File: config.mk
export PLATFORM = sky130hd
export DESIGN_NAME = id_ex_skid
export DESIGN_NICKNAME = d
export VERILOG_FILES = /design/src/rtl/id_ex_skid.sv
export SDC_FILE = /design/constraint.sdc
export NUM_CORES = 1
export LEC_CHECK = 0
export CAP_MARGIN = 20
export CORE_MARGIN = 3
export CORE_UTILIZATION = 45
export CTS_CLUSTER_SIZE = 10
export DETAILED_ROUTE_END_ITERATION = 12
export PLACE_DENSITY_LB_ADDON = 0.05
export SYNTH_ARGS = -nofsm -noshare
export SYNTH_HDL_FRONTEND = slang
export SYNTH_SLANG_ARGS = --single-unit
File: constraint.sdc
create_clock -name clk -period 1.7 [get_ports clk]
set_input_delay 0.34 -clock clk [delete_from_list [all_inputs] [get_ports clk]]
set_output_delay 0.34 -clock clk [all_outputs]
set_load 0.01 [all_outputs]
File: src/rtl/id_ex_skid.sv
// id_ex_skid: ID->EX pipeline register with a 2-entry skid buffer and flush.
// id_ready comes straight from the state register, so it has no
// combinational path from ex_ready. Entries leave in FIFO order: main, then skid.
// Optional build macro ID_EX_STALL_CNT_EN adds the 32-bit stall_cnt output.
module id_ex_skid #(
    parameter int ALUOP_W  = 8,
    parameter int ALUSEL_W = 3,
    parameter int DATA_W   = 32,
    parameter int RADDR_W  = 5,
    parameter logic [ALUOP_W-1:0]  NOP_ALUOP  = '0,
    parameter logic [ALUSEL_W-1:0] NOP_ALUSEL = '0
) (
    input  logic                clk,
    input  logic                rst,
    input  logic                flush,
    input  logic                id_valid,
    output logic                id_ready,
    input  logic [ALUOP_W-1:0]  id_aluop,
    input  logic [ALUSEL_W-1:0] id_alusel,
    input  logic [DATA_W-1:0]   id_reg1,
    input  logic [DATA_W-1:0]   id_reg2,
    input  logic [RADDR_W-1:0]  id_wd,
    input  logic                id_wreg,
    output logic                ex_valid,
    input  logic                ex_ready,
    output logic [ALUOP_W-1:0]  ex_aluop,
    output logic [ALUSEL_W-1:0] ex_alusel,
    output logic [DATA_W-1:0]   ex_reg1,
    output logic [DATA_W-1:0]   ex_reg2,
    output logic [RADDR_W-1:0]  ex_wd,
    output logic                ex_wreg
`ifdef ID_EX_STALL_CNT_EN
    ,
    output logic [31:0]         stall_cnt
`endif
);

    typedef struct packed {
        logic [ALUOP_W-1:0]  aluop;
        logic [ALUSEL_W-1:0] alusel;
        logic [DATA_W-1:0]   reg1;
        logic [DATA_W-1:0]   reg2;
        logic [RADDR_W-1:0]  wd;
        logic                wreg;
    } beat_t;

    localparam beat_t BUBBLE = '{aluop: NOP_ALUOP, alusel: NOP_ALUSEL,
                                 reg1: '0, reg2: '0, wd: '0, wreg: 1'b0};

    // Encoding is {skid_full, main_full}.
    typedef enum logic [1:0] {
        EMPTY = 2'b00,
        FULL  = 2'b01,
        SKID  = 2'b11
    } state_t;

    state_t state, state_d;
    beat_t  main_q, skid_q, main_d, id_beat;
    logic   main_ld, main_clr, main_from_skid, skid_ld;

    assign id_beat = '{aluop: id_aluop, alusel: id_alusel, reg1: id_reg1,
                       reg2: id_reg2, wd: id_wd, wreg: id_wreg};

    // State register; reset drops both entries at once.
    always_ff @(posedge clk or negedge rst) begin
        if (!rst) state <= EMPTY;
        else      state <= state_d;
    end

    // Next state and load controls; flush overrides every handshake.
    always_comb begin
        state_d        = state;
        main_ld        = 1'b0;
        main_clr       = 1'b0;
        main_from_skid = 1'b0;
        skid_ld        = 1'b0;
        if (flush) begin
            state_d  = EMPTY;
            main_clr = 1'b1;
        end else begin
            case (state)
                EMPTY: if (id_valid) begin
                    state_d = FULL;
                    main_ld = 1'b1;
                end
                FULL: begin
                    if (ex_ready && id_valid) begin
                        main_ld = 1'b1;
                    end else if (ex_ready) begin
                        state_d  = EMPTY;
                        main_clr = 1'b1;
                    end else if (id_valid) begin
                        state_d = SKID;
                        skid_ld = 1'b1;
                    end
                end
                SKID: if (ex_ready) begin
                    state_d        = FULL;
                    main_ld        = 1'b1;
                    main_from_skid = 1'b1;
                end
                default: begin
                    state_d  = EMPTY;
                    main_clr = 1'b1;
                end
            endcase
        end
    end

    // Any entry into EMPTY reloads the bubble so ex_wreg can never leak.
    always_comb begin
        main_d = id_beat;
        if (main_clr)            main_d = BUBBLE;
        else if (main_from_skid) main_d = skid_q;
    end

    // Main register drives EX directly.
    always_ff @(posedge clk or negedge rst) begin
        if (!rst)                   main_q <= BUBBLE;
        else if (main_ld || main_clr) main_q <= main_d;
    end

    // Skid register only captures the beat that arrives while EX stalls.
    always_ff @(posedge clk or negedge rst) begin
        if (!rst)         skid_q <= BUBBLE;
        else if (skid_ld) skid_q <= id_beat;
    end

    assign ex_valid  = state[0];
    assign id_ready  = ~state[1];
    assign ex_aluop  = main_q.aluop;
    assign ex_alusel = main_q.alusel;
    assign ex_reg1   = main_q.reg1;
    assign ex_reg2   = main_q.reg2;
    assign ex_wd     = main_q.wd;
    assign ex_wreg   = main_q.wreg;

`ifdef ID_EX_STALL_CNT_EN
    // Counts cycles EX holds off a valid beat; only reset clears it.
    always_ff @(posedge clk or negedge rst) begin
        if (!rst)                     stall_cnt <= '0;
        else if (ex_valid && !ex_ready) stall_cnt <= stall_cnt + 32'd1;
    end
`endif

endmodule

After elaboration in Yosys (flattened, before gate mapping) --
Index checks and enable logic that the tools add are counted.
Storage, ports and cells: input bits 86, word-level logic and storage cells 48, output and inout bits 83, flip-flop bits (word level) 164
Cells by class: mux-type cells 23, reduce and logical (&&, ||, !) cells 5, bitwise logic cells 1, eq/ne operators 6
Operators with widths (count):
- $mux W81 | 2
- $mux W1 | 12
- $mux W2 | 6
- $ne A3 B3 Y1 const B | 3
- $pmux W2 S3 | 1
- $ne A4 B4 Y1 const B | 1
- $reduce_and A4 Y1 | 1
- $pmux W1 S3 | 1
- $eq A2 B1 Y1 const B | 1
- $eq A2 B2 Y1 const B | 1
- $logic_not A2 Y1 | 1
- $pmux W1 S2 | 1
- $reduce_or A2 Y1 | 1
- $logic_and A1 B1 Y1 | 1
- $logic_or A1 B1 Y1 | 1
- $not A1 Y1 | 1

Longest topological paths before layout --
Gate-level depths: netlist (run 1).
depth in word-level cells 5, mapped depth 7, mapped depth without buffers 6

Least setup slack after synthesis (run 1) --
No wires, ideal clock.
kind reg2reg, start register state[1], end register skid_q[14] (netlist name), data arrival time 1726 ps, setup time 125 ps, path slack -151 ps, period minus slack after synthesis 1851 ps, stages on the path, launching flop included 7, cells stage by stage dfrtp_1 inv_1 ha_1 nand2_1 nor3_2 buf_2 mux2_2
Between the ends: cells in the longest elaborated chain, start to end 3
Ends and longest elaborated chain:
- start: declaration | line 57 | state_t state, state_d;
- start signal: assignment | line 67 | else state <= state_d;
- $eq A2 B1 Y1 | line 81 | case (state)
- $mux W1 | line 81
- $mux W1 | line 77 | if (flush) begin
- end signal: assignment | line 126 | else if (skid_ld) skid_q <= id_beat;
- end: declaration | line 58 | beat_t main_q, skid_q, main_d, id_beat;
Every way passes these cells. A chain may end at the register's enable or synchronous reset.

Worst setup path in the final report (run 1) --
start register state[1], end register skid_q[34] (netlist name)
Same word-level chain as after synthesis.

==> results of run 1 <==
## what timing repair did
item                                   in CTS  in global routing
cloned                                      0                 18
endpoints found under the hold margin      39                  0
buffers inserted                            5                 16
pin swaps                                   0                 23
hold buffers                                1                  0
gates resized for setup                    30                196
setup endpoints to repair                 168                191
## worst max-delay path: cells and delay by family, from the launching register on
family	cells	cell delay (ps)
and+or+nand+nor	2	220
DFF	1	410
muxes	1	300
adders and majority gates	1	170
buffers and inverters	5	680
## cell type report
cell class / count / share of cell area, %
repair buffers: 259 / 26.97
inverters: 4 / 0.1522
well taps: 211 / 2.294
clock inverters: 9 / 0.9023
multi-input cells: 349 / 29.91
clock buffers: 22 / 4.120
flip-flops and latches: 164 / 35.66
## power groups by stage
stage	Clock [W]	Sequential, W	Combinational (W)
final	0.00378	0.00610	0.00570
after floorplan	0	0.00612	0.00198
after global routing	0.00401	0.00625	0.00607
after CTS	0.00384	0.00601	0.00416
after detailed placement	0	0.00607	0.00412
after global placement	0	0.00599	0.00398
## path summary, 6_finish.rpt
check,startpoint,slack [ps],cells after the start,end
setup / recovery,state[1],-200,9,skid_q[34]
hold / removal,rst,420,2,ex_wd[1]
setup reg to reg,state[1],-200,9,skid_q[34]
hold reg to reg,skid_q[68],500,1,skid_q[68]
max in group asynchronous,rst,700,3,ex_reg1[23]
min in group clk,skid_q[68],500,1,skid_q[68]
## synth_stat cells, drive strengths merged
library cell	number
nor3	1
nor2	81
nand3	2
o41ai	1
nand2b	1
nor2b	1
mux2i	81
nand3b	1
buf	34
o21ai	3
o21bai	1
o21a	1
clkbuf	9
ha	4
o21ba	1
a211oi	81
inv	4
a211o	1
a22oi	1
dfrtp	164
nand2	2
a21oi	4
mux2	81
## cells by family after synthesis
group	after synthesis
buffers and inverters	47
adders and majority gates	4
AOI/OAI and AO/OA	94
DFF	164
and+or+nand+nor	89
muxes	162
## per-layer routing
metal	GRT usage (%)	up-vias	wire [µm]
li1	-	2501	-
met4	5.427	0	187
met2	32.55	142	10560
met3	6.603	15	1177
met5	0	-	0
met1	24.99	2768	8817
## state kept, by name (all words and copies together) (netlist names)
signal	flops
skid_q	81
ex_reg1	32
ex_reg2	32
ex_aluop	8
ex_wd	5
ex_alusel	3
state	2
ex_wreg	1
## stage by stage
| stage | cells | hold WS (ps) | worst slack (ps) | instance area (µm²) | setup TNS [ps] |
|---|---|---|---|---|---|
| floorplan | 560 | 44.41 | -77.61 | 7242 | -5847 |
| global placement | 947 | 305.4 | -305.7 | 9578 | -41770 |
| detailed placement | 947 | 315.0 | -360.2 | 9578 | -50340 |
| CTS | 984 | 439.2 | -119.6 | 10230 | -12950 |
| global route | 1018 | 456.5 | -280.1 | 11510 | -32040 |
| finish | 1018 | 420.4 | -199.0 | 11510 | -20260 |
==> results.toml, run 1 <==
[run_status]
status = "complete, but fails checks"
violated_checks = "negative setup slack"

[final_layout]
syn2layout_area_growth_pct = 60.63
final_nets = 885
fill_cells = 1000
utilization_pct = 74.88
multiInputGateArea_mm2 = 0.003442
antenna-diode-count = 0
layout.cells.most_common = "sky130_fd_sc_hd__dfrtp_1"
post_route_cells_drive_above_1_share_pct = 32.47
layout.cells.most_common_list = "sky130_fd_sc_hd__dfrtp_1, sky130_fd_sc_hd__clkdlybuf4s50_1, sky130_fd_sc_hd__mux2i_1"
register_area_mm2 = 0.004104

[detailed_routing]
drt_first_pass_iters = 4
final_antenna_net_count = 0
vias_cell = 5.330
routed_via_count = 5426
wl_per_cell_um = 20.38
drc = 0
drt-total-wl_um = 20740
drt_iter0_markers = 242

[critical_path]
cp_cell_sequence = "inv_2 > buf_6 > ha_4 > nand2_4 > nor3_4 > buf_4 > clkbuf_16 > clkbuf_16 > mux2_4"
critPathSlowestCell = "sky130_fd_sc_hd__dfrtp_1"
critPathMaxStageDelay_ps = 410
path_max_fanout = 6
critical-path-top-cell-by-count = "sky130_fd_sc_hd__clkbuf_16"
crit_arrival_ps = 2210
timing.critical_path.from_type = "flop"
worst_ep_required_time_ps = 2010
critical_path_class = "flop to flop"
worstSetupEndpointType = "flop"

[pwr]
total_switching_power_w = 0.004630
power.share.combinational_pct = 36.6
peakVddDrop_mv = 0.8330
cellPowerDensity_mw_per_mm2 = 1354
clock_power_share_pct = 24.3
cellLeakagePower_nw = 5.951
report.power.total_w = 0.01559
p_seq_share_pct = 39.2
cellInternalPower_w = 0.01096
power_switching_share_pct = 29.70

[yosys]
post_synthesis_instance_area_mm2 = 0.007166
synth.avg_cell_area_um2 = 12.80
synth_compound_area_share_pct = 9.726
main_combinational_cell_family_by_area_after_synthesis = "multiplexers"
synthAdderAreaFrac_pct = 0.6984
synth_xor_xnor_area_share_pct = 0
mappedNetlistNets = 650
synth.mux.area_fraction_pct = 24.04
synthesized_flop_and_latch_total = 164
yosys-top-cells-area = "sky130_fd_sc_hd__dfrtp_1, sky130_fd_sc_hd__mux2i_1, sky130_fd_sc_hd__mux2_2"
synth_sequential_area_ratio_pct = 57.27
unique_cell_type_count_in_the_yosys_netlist = 28
netlist.top_cell.by_area = "sky130_fd_sc_hd__dfrtp_1"
netlist_instances = 560
yosys.area_share.simple_pct = 4.907
synth_top_cell_area_share_pct = 57.27
yosysWarningCount = 0

[sta]
max_slew_margin_pct = 68.98
maxClockFrequency_mhz = 526.6
fin_crit_sh_pct = 111.7
layout_min_cycle_time_ps = 1899
grt_setup_unrepaired = "true"
final_max_slew_viol_count = 0
fin_worst_skew_ps = 10.60
worst_pin_slew_ps = 465.3
post-route-worst-setup-slack_ps = -199.0
timing.final.hold_violations = 0
setup_viol_count_final = 164

[die]
die_w_um = 132.2
die-height_um = 132.2
initial_core_util_pct = 46.62
die_area_mm2 = 0.01747
core_area_mm2 = 0.01537
ios = 169
num_rows = 45

[placement]
portBuffers = 168
dp.final_hpwl_um = 11880
globalplace.congestion = 0.7696

[global_route]
globalRouteOverflowTotal = 0
track_usage_pct = 19.71
grt_pass1_wl_um = 27720
grt_max_degree = 45
grt_pass1_vias = 5331
grt_antenna_before_repair = 0

[cts]
clk_latency_ps = 430
tritoncts = "built"
cts_clock_pin_slew_for_the_worst_setup_and_hold_paths_ps = 60
num_cts_buffers = 17
number_of_h_tree_levels = 4
clock-sinks = 164
cts.root.buffer_cell = "sky130_fd_sc_hd__clkbuf_16"
clock_path_buffers = 2

[worst_hold_path]
timing.hold.worst.class = "input port to asynchronous set/reset pin"

[run]
maxCapViolCount = 0
Power figures use the tool's default switching activity.
==> inputs of run 2 (changes only) <==
- clock period: 1.7 -> 2.46 ns (I/O delays scaled with it)
==> run 2 against run 1 <==
Sequential cell count did not move. Critical path depth is 7 lower. Clock power is 29% lower. Critical path type is now flop to output port. The flow finishes with violations (negative hold slack). Critical endpoint is now id_ready. Cell count fell by 7.0%. Largest power group unchanged.
==> results.toml, run 2 (same netlist as run 1, synthesis figures left out) <==
[critical_path]
critPathSlowestCell = "sky130_fd_sc_hd__clkdlybuf4s50_1"
cp_cell_sequence = "inv_1 > clkdlybuf4s50_1"
critPathMaxStageDelay_ps = 580
crit_arrival_ps = 1530
worst_ep_required_time_ps = 1970
path_max_fanout = 4
critical_path_class = "flop to output port"
timing.critical_path.from_type = "flop"
worstSetupEndpointType = "output port"

[final_layout]
syn2layout_area_growth_pct = 37.02
largest_register_ffs = 81
final_nets = 813
layout.cells.most_common = "sky130_fd_sc_hd__clkdlybuf4s50_1"
multiInputGateArea_mm2 = 0.002846
register_area_mm2 = 0.004104
post_route_cells_drive_above_1_share_pct = 15.35
registers.top_by_ff_count = "skid_q"
antenna-diode-count = 0
layout.cells.most_common_list = "sky130_fd_sc_hd__clkdlybuf4s50_1, sky130_fd_sc_hd__dfrtp_1, sky130_fd_sc_hd__mux2i_1, sky130_fd_sc_hd__nor2_1, sky130_fd_sc_hd__a211oi_1"
fill_cells = 1211

[detailed_routing]
drc = 0
drt-total-wl_um = 16430
wl_per_cell_um = 17.35
dr_wl_met2_um = 7858
drt_first_pass_iters = 4
highest-signal-layer = "met4"
vias_cell = 5.200
routed_via_count = 4924
wl_met1_um = 7465
met3RoutedLength_um = 920
drt_iter0_markers = 216
final_antenna_net_count = 0

[sta]
fin_worst_skew_ps = 7.137
tns_ps = 0
maxClockFrequency_mhz = 495.0
timing.final.hold_violations = 4
post-route-worst-setup-slack_ps = 439.8
finalHoldWorstSlack_ps = -4.579
layout_min_cycle_time_ps = 2020
grt_setup_unrepaired = "false"
setup_viol_count_final = 0
fin_crit_sh_pct = 82.12
max_slew_margin_pct = 68.85
final_max_slew_viol_count = 0
worst_pin_slew_ps = 467.3

[die]
die_w_um = 132.2
ios = 169
core_area_mm2 = 0.01537
die-height_um = 132.2
die_area_mm2 = 0.01747
initial_core_util_pct = 46.62
num_rows = 45

[cts]
clock-sinks = 164
cts.root.buffer_cell = "sky130_fd_sc_hd__clkbuf_16"
tritoncts = "built"
cts_clock_pin_slew_for_the_worst_setup_and_hold_paths_ps = 60
clk_latency_ps = 420
post_cts_resize_count = 0
num_cts_buffers = 17
holdBufCountCts = 0
cts_setup_buffers = 0
number_of_h_tree_levels = 4
clock_path_buffers = 2

[placement]
portBuffers = 168
post-place-ws_ps = 65.32
globalplace.congestion = 0.7470
dp.final_hpwl_um = 10840

[global_route]
grt_pass1_vias = 5257
globalRouteOverflowTotal = 0
track_usage_pct = 19.69
grt_antenna_before_repair = 0
grt_max_degree = 56
grt_pass1_wl_um = 27710

[pwr]
cellInternalPower_w = 0.006800
cellPowerDensity_mw_per_mm2 = 973.2
clock_power_share_pct = 28.1
peakVddDrop_mv = 0.5530
total_switching_power_w = 0.002755
p_seq_share_pct = 43.4
cellLeakagePower_nw = 4.663
power.share.combinational_pct = 28.5
power_switching_share_pct = 28.83

[worst_hold_path]
timing.hold.worst.class = "input port to asynchronous set/reset pin"

[run_status]
status = "complete, but fails checks"
violated_checks = "negative hold slack"

[run]
maxCapViolCount = 0
run 2: cell count changes in the layout (fill, tap and decap cells not counted), moves of 27 or more:
| cell | previous run | this run |
|---|---|---|
| sky130_fd_sc_hd__a211oi_2 | 37 | 0 |
| sky130_fd_sc_hd__dlymetal6s2s_1 | 27 | 0 |
| sky130_fd_sc_hd__a211oi_1 | 44 | 81 |
| sky130_fd_sc_hd__mux2_2 | 3 | 58 |
| sky130_fd_sc_hd__clkdlybuf4s50_1 | 122 | 167 |
| sky130_fd_sc_hd__mux2_4 | 76 | 0 |
run 2: area by class of cell:
| cell class | count | share of cell area, % |
|---|---|---|
| inverters | 4 | 0.1529 |
| multi-input cells | 349 | 28.99 |
| repair buffers | 187 | 20.25 |
| flip-flops and latches | 164 | 41.80 |
| clock inverters | 13 | 1.606 |
| well taps | 211 | 2.689 |
| clock buffers | 19 | 4.511 |
run 2: power by group through the flow:
stage	logic [W]	registers, W	clock network, W
floorplan	0.00135	0.00422	0
global placement	0.00267	0.00414	0
CTS	0.00277	0.00415	0.00275
detailed placement	0.00276	0.00419	0
finish	0.00273	0.00415	0.00268
global route	0.00299	0.00428	0.00287
run 2: path summary, 6_finish.rpt:
kind	slack [ps]	from	end	depth (start not counted)
hold / removal	-5	rst	ex_wd[3]	1
setup reg to reg	450	state[1]	ex_reg1[13]	8
setup / recovery	440	state[1]	id_ready	2
hold reg to reg	480	skid_q[11]	skid_q[11]	1
max in group asynchronous	1830	rst	ex_aluop[3]	2
min in group clk	480	skid_q[11]	skid_q[11]	1
run 2: metrics by stage:
stage	power (W)	utilization (%)	instance area [µm²]	std cells	hold WS (ps)
final	0.009555	63.87	9818	947	-4.579
after global routing	0.01014	63.87	9818	947	24.78
after CTS	0.009666	63.87	9818	947	5.865
after detailed placement	0.006942	59.97	9218	915	461.9
after global placement	0.006813	59.97	9218	915	452.1
after floorplan	0.005574	-	7166	560	196.4
run 2: critical path: cells and delay by family (launching register included):
family   cells  cell delay, ps
buf+inv      2             710
flops        1             400
run 2: per-layer routing:
layer | track usage (%) | vias up
met3 | 5.534 | 12
met4 | 5.716 | 0
met1 | 25.80 | 2432
met2 | 32.21 | 114
met5 | 0 | -
li1 | - | 2366
==> inputs of run 3 (changes only) <==
- clock period: 2.46 -> 1.8 ns (I/O delays scaled with it)
==> run 3 against run 2 <==
The run ends with negative setup slack left. Register-to-register slack got worse by 460 ps. Critical path type is now flop to flop. Clock skew decreased by 0.76 ps. Die area unchanged. Via count increased by 4.0%. Clock power increased by 45%. Sequential power increased by 37%. Hold slack improved by 480 ps. Cell count increased by 4.0%. Non-clock buffer count increased by 38.
==> results.toml, run 3 (same netlist as run 1, synthesis figures left out) <==
[sta]
maxClockFrequency_mhz = 551.3
grt_setup_unrepaired = "true"
setup_viol_count_final = 2
layout_min_cycle_time_ps = 1814
max_slew_margin_pct = 64.08
tns_ps = -25.55
fin_worst_skew_ps = 6.379
timing.final.hold_violations = 0
post-route-worst-setup-slack_ps = -13.97
worst_pin_slew_ps = 538.9
final_max_slew_viol_count = 0
fin_crit_sh_pct = 100.8

[global_route]
globalRouteOverflowTotal = 0
grt_pass1_wl_um = 27260
grt_max_degree = 57
grt_antenna_before_repair = 0
track_usage_pct = 19.37
grt_pass1_vias = 5286

[pwr]
peakVddDrop_mv = 0.7593
cellLeakagePower_nw = 4.967
report.power.total_w = 0.01378
cellPowerDensity_mw_per_mm2 = 1310

[critical_path]
rr_worst_depth = 8
timing.critical_path.from_type = "flop"
critical_path_class = "flop to flop"
worst_ep_required_time_ps = 2120
crit_arrival_ps = 2130
worstSetupEndpointType = "flop"
path_max_fanout = 13

[cts]
clk_latency_ps = 420
clock_path_buffers = 2
num_cts_buffers = 17
tritoncts = "built"
cts.root.buffer_cell = "sky130_fd_sc_hd__clkbuf_16"
cts_clock_pin_slew_for_the_worst_setup_and_hold_paths_ps = 60
clock-sinks = 164
number_of_h_tree_levels = 4

[die]
num_rows = 45
die_w_um = 132.2
core_area_mm2 = 0.01537
initial_core_util_pct = 46.62
ios = 169
die_area_mm2 = 0.01747
die-height_um = 132.2

[placement]
placed_cells_incl_taps = 939
portBuffers = 168
instance_area_after_placement_mm2 = 0.009498
dp.final_hpwl_um = 11610
globalplace.congestion = 0.8288

[detailed_routing]
routed_via_count = 5122
vias_cell = 5.200
drt_iter0_markers = 211
drc = 0
drt_first_pass_iters = 4
drt-total-wl_um = 17320
final_antenna_net_count = 0
wl_per_cell_um = 17.59

[run]
maxCapViolCount = 0

[final_layout]
final_nets = 851
antenna-diode-count = 0
registers.top_by_ff_count = "skid_q"
largest_register_ffs = 81
layout.cells.most_common = "sky130_fd_sc_hd__clkdlybuf4s50_1"
syn2layout_area_growth_pct = 46.73
layout.cells.most_common_list = "sky130_fd_sc_hd__clkdlybuf4s50_1, sky130_fd_sc_hd__dfrtp_1, sky130_fd_sc_hd__mux2i_1, sky130_fd_sc_hd__nor2_1, sky130_fd_sc_hd__mux2_2"
utilization_pct = 68.40
post_route_cells_drive_above_1_share_pct = 23.51
finish.cell_count_without_fillers = 985
finalInstanceArea_mm2 = 0.01051

[run_status]
violated_checks = "negative setup slack"
status = "complete, but fails checks"

[worst_hold_path]
timing.hold.worst.class = "input port to asynchronous set/reset pin"
-- run 3: final cells by class --
class	instances	area, µm²
fill	1153	4857
sequential	164	4105
multi-input combinational	349	3005
timing repair buffer	225	2485
clock buffer	25	495.5
tap	211	264.0
clock inverter	7	143.9
inverter	4	15.01
-- run 3: critical path: stages, from the launching register on --
cell and delay (ps):
sky130_fd_sc_hd__dfrtp_2 440, sky130_fd_sc_hd__buf_12 120, sky130_fd_sc_hd__ha_4 140, sky130_fd_sc_hd__nand3_2 120, sky130_fd_sc_hd__a21oi_4 280, sky130_fd_sc_hd__buf_12 200, sky130_fd_sc_hd__buf_12 150, sky130_fd_sc_hd__nor2_1 40
sky130_fd_sc_hd__a211oi_1 220
-- run 3: what timing repair did --
item | CTS | global route
hold buffers | 1 | 0
endpoints found under the hold margin | 44 | 0
resized for setup | 10 | 35
buffers inserted | 0 | 8
setup endpoints to repair | 160 | 149
gates cloned | 0 | 5
pin swaps | 1 | 3
-- run 3: metal layers --
metal  share of wire (%)  routed length (µm)  vias up  GRT usage, %
li1                    -                   -     2420             -
met1                  43                7486     2566         24.52
met2                  50                8629      122         32.13
met3                 5.8                1005       14         6.031
met4                 1.2                 202        0         5.889
met5                   0                   0        -             0
-- run 3: path summary, 6_finish.rpt --
path	start	endpoint	slack, ps
min	rst	ex_wd[2]	480
max reg2reg	state[0]	ex_reg1[15]	-10
max	state[0]	ex_reg1[15]	-10
min in group clk	skid_q[2]	skid_q[2]	480
min reg2reg	skid_q[2]	skid_q[2]	480
max in group asynchronous	rst	ex_reg1[18]	690
-- run 3: metrics by stage --
| step | hold WS (ps) | setup WS, ps |
|---|---|---|
| final | 476.0 | -13.97 |
| after CTS | 481.9 | 12.32 |
| after global placement | 354.8 | -216.5 |
| after detailed placement | 360.4 | -298.3 |
| after floorplan | 64.41 | -2.574 |
| after global routing | 505.7 | -115.3 |
-- run 3: power by group --
| group | internal (W) | switching, W |
|---|---|---|
| clock network | 0.00248 | 0.00140 |
| logic | 0.00240 | 0.00182 |
| registers | 0.00499 | 0.000677 |
| total | 0.00987 | 0.00390 |
